--- src/rtl/analyzer_batch_controller.sv ---
// analyzer_batch_controller
//   Sequencer between an upstream number stream and a number_analyzer.
//   Accepts one 32-bit number per request over valid/ready, holds it on
//   an_number with an_enable high until the analyzer raises an_ready (or a
//   timeout expires), then emits a one-cycle result record and updates
//   saturating per-property statistics counters.
//
// Ports
//   clock, reset          : clock, synchronous active-high reset
//   in_valid/in_number    : upstream number, in_ready = accept this cycle
//   clear_counts          : synchronous clear of all statistics counters
//   an_number/an_enable   : request to the analyzer
//   an_ready, an_is_*     : analyzer completion and result flags
//   res_valid             : one-cycle record pulse
//   res_number/res_flags  : record payload, flags = {pal, fib, odd}
//   res_timeout           : record produced by timeout (flags forced 000)
//   busy                  : controller not in IDLE
//   cnt_*                 : saturating statistics counters

// Saturating counter lane with a clear that dominates increment.
module abc_sat_counter #(
  parameter int CNT_WIDTH = 16
) (
  input  logic                 clock,
  input  logic                 reset,
  input  logic                 clear,
  input  logic                 inc,
  output logic [CNT_WIDTH-1:0] count
);
  always_ff @(posedge clock) begin
    if (reset || clear)
      count <= '0;
    else if (inc && (count != {CNT_WIDTH{1'b1}}))
      count <= count + 1'b1;
  end
endmodule

module analyzer_batch_controller #(
  parameter int TIMEOUT_CYCLES = 1024,  // must be >= 2
  parameter int CNT_WIDTH      = 16
) (
  input  logic                 clock,
  input  logic                 reset,
  input  logic                 in_valid,
  input  logic [31:0]          in_number,
  output logic                 in_ready,
  input  logic                 clear_counts,
  output logic [31:0]          an_number,
  output logic                 an_enable,
  input  logic                 an_ready,
  input  logic                 an_is_odd,
  input  logic                 an_is_fibonacci,
  input  logic                 an_is_palindrome,
  output logic                 res_valid,
  output logic [31:0]          res_number,
  output logic [2:0]           res_flags,
  output logic                 res_timeout,
  output logic                 busy,
  output logic [CNT_WIDTH-1:0] cnt_total,
  output logic [CNT_WIDTH-1:0] cnt_odd,
  output logic [CNT_WIDTH-1:0] cnt_fib,
  output logic [CNT_WIDTH-1:0] cnt_pal,
  output logic [CNT_WIDTH-1:0] cnt_timeout
);

  localparam int TW        = (TIMEOUT_CYCLES > 2) ? $clog2(TIMEOUT_CYCLES) : 1;
  localparam int NUM_LANES = 5;

  typedef enum logic [1:0] {
    IDLE = 2'd0,
    RUN  = 2'd1,
    DONE = 2'd2
  } state_t;

  state_t        state;
  logic [TW-1:0] timer;

  wire timer_expired = (timer == TW'(TIMEOUT_CYCLES - 1));

  always_ff @(posedge clock) begin
    if (reset) begin
      state       <= IDLE;
      timer       <= '0;
      in_ready    <= 1'b1;
      busy        <= 1'b0;
      an_enable   <= 1'b0;
      an_number   <= '0;
      res_valid   <= 1'b0;
      res_number  <= '0;
      res_flags   <= '0;
      res_timeout <= 1'b0;
    end else begin
      res_valid <= 1'b0;
      unique case (state)
        IDLE: begin
          if (in_valid) begin
            an_number  <= in_number;
            res_number <= in_number;
            timer      <= '0;
            in_ready   <= 1'b0;
            busy       <= 1'b1;
            an_enable  <= 1'b1;
            state      <= RUN;
          end
        end
        RUN: begin
          // A result arriving on the final timer cycle still counts as a
          // normal completion.
          if (an_ready) begin
            res_flags   <= {an_is_palindrome, an_is_fibonacci, an_is_odd};
            res_timeout <= 1'b0;
            res_valid   <= 1'b1;
            an_enable   <= 1'b0;
            state       <= DONE;
          end else if (timer_expired) begin
            res_flags   <= 3'b000;
            res_timeout <= 1'b1;
            res_valid   <= 1'b1;
            an_enable   <= 1'b0;
            state       <= DONE;
          end else begin
            timer <= timer + 1'b1;
          end
        end
        DONE: begin
          // IDLE follows DONE so an_enable stays low for two cycles minimum.
          in_ready <= 1'b1;
          busy     <= 1'b0;
          state    <= IDLE;
        end
        default: begin
          in_ready  <= 1'b1;
          busy      <= 1'b0;
          an_enable <= 1'b0;
          state     <= IDLE;
        end
      endcase
    end
  end

  // Counter lanes: total, odd, fib, pal, timeout. Increments are taken from
  // the record registers while DONE is active.
  logic                                 in_done;
  logic [NUM_LANES-1:0]                 lane_inc;
  logic [NUM_LANES-1:0][CNT_WIDTH-1:0]  lane_cnt;

  assign in_done  = (state == DONE);
  assign lane_inc = {NUM_LANES{in_done}} &
                    {res_timeout, res_flags[2], res_flags[1], res_flags[0], 1'b1};

  for (genvar g = 0; g < NUM_LANES; g++) begin : g_lane
    abc_sat_counter #(.CNT_WIDTH(CNT_WIDTH)) u_cnt (
      .clock (clock),
      .reset (reset),
      .clear (clear_counts),
      .inc   (lane_inc[g]),
      .count (lane_cnt[g])
    );
  end

  assign cnt_total   = lane_cnt[0];
  assign cnt_odd     = lane_cnt[1];
  assign cnt_fib     = lane_cnt[2];
  assign cnt_pal     = lane_cnt[3];
  assign cnt_timeout = lane_cnt[4];

endmodule

--- config.mk ---
export PLATFORM = sky130hd
export DESIGN_NAME = analyzer_batch_controller
export DESIGN_NICKNAME = d
export VERILOG_FILES = /design/src/rtl/analyzer_batch_controller.sv
export SDC_FILE = /design/constraint.sdc
export NUM_CORES = 1
export LEC_CHECK = 0
export CAP_MARGIN = 20
export CORE_MARGIN = 1
export CORE_UTILIZATION = 45
export CTS_BUF_LIST = sky130_fd_sc_hd__clkbuf_4
export DETAILED_ROUTE_END_ITERATION = 7
export GPL_ROUTABILITY_DRIVEN = 0
export PLACE_DENSITY = 0.77
export SKIP_LAST_GASP = 1
export SLEW_MARGIN = 20
export SYNTH_ARGS = -nofsm -noshare
export SYNTH_HDL_FRONTEND = slang
export SYNTH_HIERARCHICAL = 1
export SYNTH_SLANG_ARGS = --single-unit
--- constraint.sdc ---
create_clock -name clock -period 2.4 [get_ports clock]
set_input_delay 0.72 -clock clock [delete_from_list [all_inputs] [get_ports clock]]
set_output_delay 0.72 -clock clock [all_outputs]
set_load 0.02 [all_outputs]
==> metrics.md, run 1 <==
| Metric | Value |
|---|---|
| Core area | `0.0140 mm^2` |
| Starting density of the core | `46.6%` |
| Routed wire length | `16900 um` |
| Post-synth top flop | `dfxtp_1` |
| Max Clock Freq | `~0.43 GHz` |
| Slew Limit Fails | `0` |
| CTS tree | `built` |
| Synthesized area per cell | `8.58 um^2` |
| Final setup viols | `0` |
| Starting DRT DRC Count | `506` |
| Post-synth net total | `809` |
| Setup TNS | `0 ns` |
| Max_slew headroom | `58.8%` |
| Vias in the first global route | `between 5000 and 6000` |
| Worst EP required | `~1.7 ns` |
| CTS Buf Count | `17` |
| Worst-path fanout max | `7` |
| Estimated wirelength of the detail-placed design | `11700 um` |
| RSZ-0062 raised after global routing | `false` |
| Worst path cell trace | `clkdlybuf4s50_1` |
| Leak | `3.71 nW` |
| Post-synthesis instance total | `763` |
| Crit path launch type | `register` |
| Clock sink count | `around 130` |
| Crit path time final | `roughly 2.3 ns` |
| Ratio of final minimum period to clock period | `97.2%` |
| CP peak stage delay | `approximately 0.64 ns` |
| Hold WC Path Type | `register to register` |
| Layout cell share with drive strength beyond 1 | `8.85%` |
| Critical Path Sink Type | `primary output` |
| CP max stage cell | `clkdlybuf4s50_1` |
| EDFF count, synth | `0` |
| Clk pin slew, worst setup/hold paths | `about 0.11 ns` |
| Slew @ Worst Pin | `0.613 ns` |
| Status | `complete, no violations` |
| Peak supply drop | `approximately 0.35 mV` |
| Leading post-synthesis cells by cell area | `dfxtp_1 (40%), a21oi_1 (6.9%), nand2_1 (5.8%)` |
| Initial antenna violation count | `1` |
| Remaining routing DRC violations | `0` |
| PnR Total Power | `0.00430 W` |
| Vias/cell | `5.70` |
| DIE WIDTH | `approximately 120 um` |
| Final hold violations | `0` |
| Pwr dens | `494 mW/mm^2` |
| Boundary Pins | `192` |
| TritonRoute pass-1 iters | `5` |
| Die H | `123 um` |
| Die ar. | `approximately 0.015 mm^2` |
| Fin nets | `961` |
| CP arrival | `1.61 ns` |
| Register area share after synthesis | `40.4%` |
| Kind of critical path | `register to primary output` |
| Layout Skew | `0.0138 ns` |
| Clk_lat worst skew | `0.53 ns` |
| Max-cap check violation count | `0` |
| Most frequent cell after synthesis | `dfxtp_1` |
| Drt wl/cell | `15.2 um` |
| # rows | `43` |
| Yosys top cell area share | `40.4%` |
| Crit path buffers/inverters | `1` |
| Largest net degree at the start of global routing | `53` |
| Yosys cell types | `46` |
| Port Buffers | `191` |
| Synth-to-Final Area Change | `32.9%` |
| Longest Clk Path Bufs | `2` |
| Asr flop ratio synth | `0%` |
| Remaining Overflow, GRT | `0` |
| Setup bufs post-CTS | `0` |
| Cell taking the most area after synthesis | `dfxtp_1` |
| YS warnings | `6` |
| Gr usage total | `between 20 and 25%` |
| Cell family with most CP delay | `buffers and inverters` |
| Post-synth top cells | `dfxtp_1 (132), nand2_1 (101), a21oi_1 (90), nor2_1 (39), buf_4 (33)` |
| CTS root buf | `clkbuf_4` |
| First-pass GRT wire length | `approximately 27000 um` |
| Post-route antenna net violation count | `0` |
| Yosys reg bits | `132` |
| Filler cell count | `~1300` |
| Total number of vias | `6320` |
| Htree depth | `4` |
| Post-synthesis cell area | `roughly 0.0065 mm^2` |
## sequential cells by signal (all words and copies together) (netlist names)
name	cells
in_ready	1
res_number	32
busy	1
res_valid	1
res_flags	3
an_enable	1
res_timeout	1
timer	10
g_lane.u_cnt/count	80
state	2
## routing by layer
metal	wire [um]	GRT usage [%]	part of all wire [%]	vias to the layer above
met3	1090	5.39	6.4	17
met1	7610	28.6	45	2962
met4	198	8.92	1.2	0
li1	-	-	-	3139
met5	0	0	0	-
met2	7970	36.9	47	202
## cells by family (layout without fill, tap and decap cells)
family	Yosys count	count (layout)	synth area share, %
simple gates	331	331	29.7
compound gates	205	205	20.5
flops	132	132	40.4
buf+inv	74	238	6.32
xor+xnor	15	15	2.01
fa+ha+maj	6	6	1.15
other cells	0	1	0
## what timing repair did
action,4_1_cts,5_1_grt
resized for setup,29,27
pin swaps,0,0
endpoints found under the setup margin,29,27
hold buffers,0,0
## cells in the final DEF, fill, tap and decap left out, types with 23 or more instances in the layout
cell type / n
a21oi_1: 90
and4_1: 23
clkdlybuf4s50_1: 137
dfxtp_1: 129
dlygate4sd2_1: 26
dlymetal6s2s_1: 27
nand2_1: 101
nand3_1: 27
nand4_1: 28
nor2_1: 38
o21ai_0: 32
or3_1: 26
## stage by stage
step | setup slack (ns) | instances | hold WS (ns) | utilization [%] | area (um^2)
final | 0.0676 | 1108 | 0.479 | 62.0 | 8700
after global routing | 0.000686 | 1108 | 0.500 | 62.0 | 8700
after CTS | 0.000217 | 1107 | 0.481 | 61.5 | 8630
after detailed placement | 0.0395 | 1076 | 0.463 | 59.7 | 8380
after global placement | 0.107 | 1076 | 0.447 | 59.7 | 8380
after floorplan | 0.322 | 763 | 0.453 | - | 6550
## cell type report
type	instances	area [um^2]	share of cell area [%]
diodes	1	2.50	0.0288
clock buffers	19	143	1.64
clock inverters	12	139	1.60
inverters	6	22.5	0.259
multi-input cells	557	3490	40.2
flip-flops and latches	132	2650	30.4
well taps	180	225	2.59
repair buffers	201	2030	23.3
## worst paths after layout
kind / from / endpoint / slack (ns) / depth (start not counted)
min: res_number[5] / res_number[5] / 0.48 / 2
max: g_lane[1].u_cnt/count[11] / cnt_odd[11] / 0.07 / 1
min reg2reg: res_number[5] / res_number[5] / 0.48 / 2
max reg2reg: state[0] / g_lane[1].u_cnt/count[10] / 0.28 / 6
## power breakdown
group | leakage [nW] | switching, W | total (W) | internal [W]
Combinational | 2.49 | 0.000264 | 0.000499 | 0.000234
Sequential | 1.07 | 0.0000393 | 0.00227 | 0.00223
Clock | 0.147 | 0.000799 | 0.00152 | 0.000723
(Power assumes the default switching activity.)
==> run 2, diff against run 1 <==
--- a/config.mk
+++ b/config.mk
@@ -12,7 +12,6 @@
 export DETAILED_ROUTE_END_ITERATION = 7
 export GPL_ROUTABILITY_DRIVEN = 0
 export PLACE_DENSITY = 0.77
-export SKIP_LAST_GASP = 1
 export SLEW_MARGIN = 20
 export SYNTH_ARGS = -nofsm -noshare
 export SYNTH_HDL_FRONTEND = slang
==> results of run 2 <==
Final layout, timing and power as in run 1 (identical DEF).
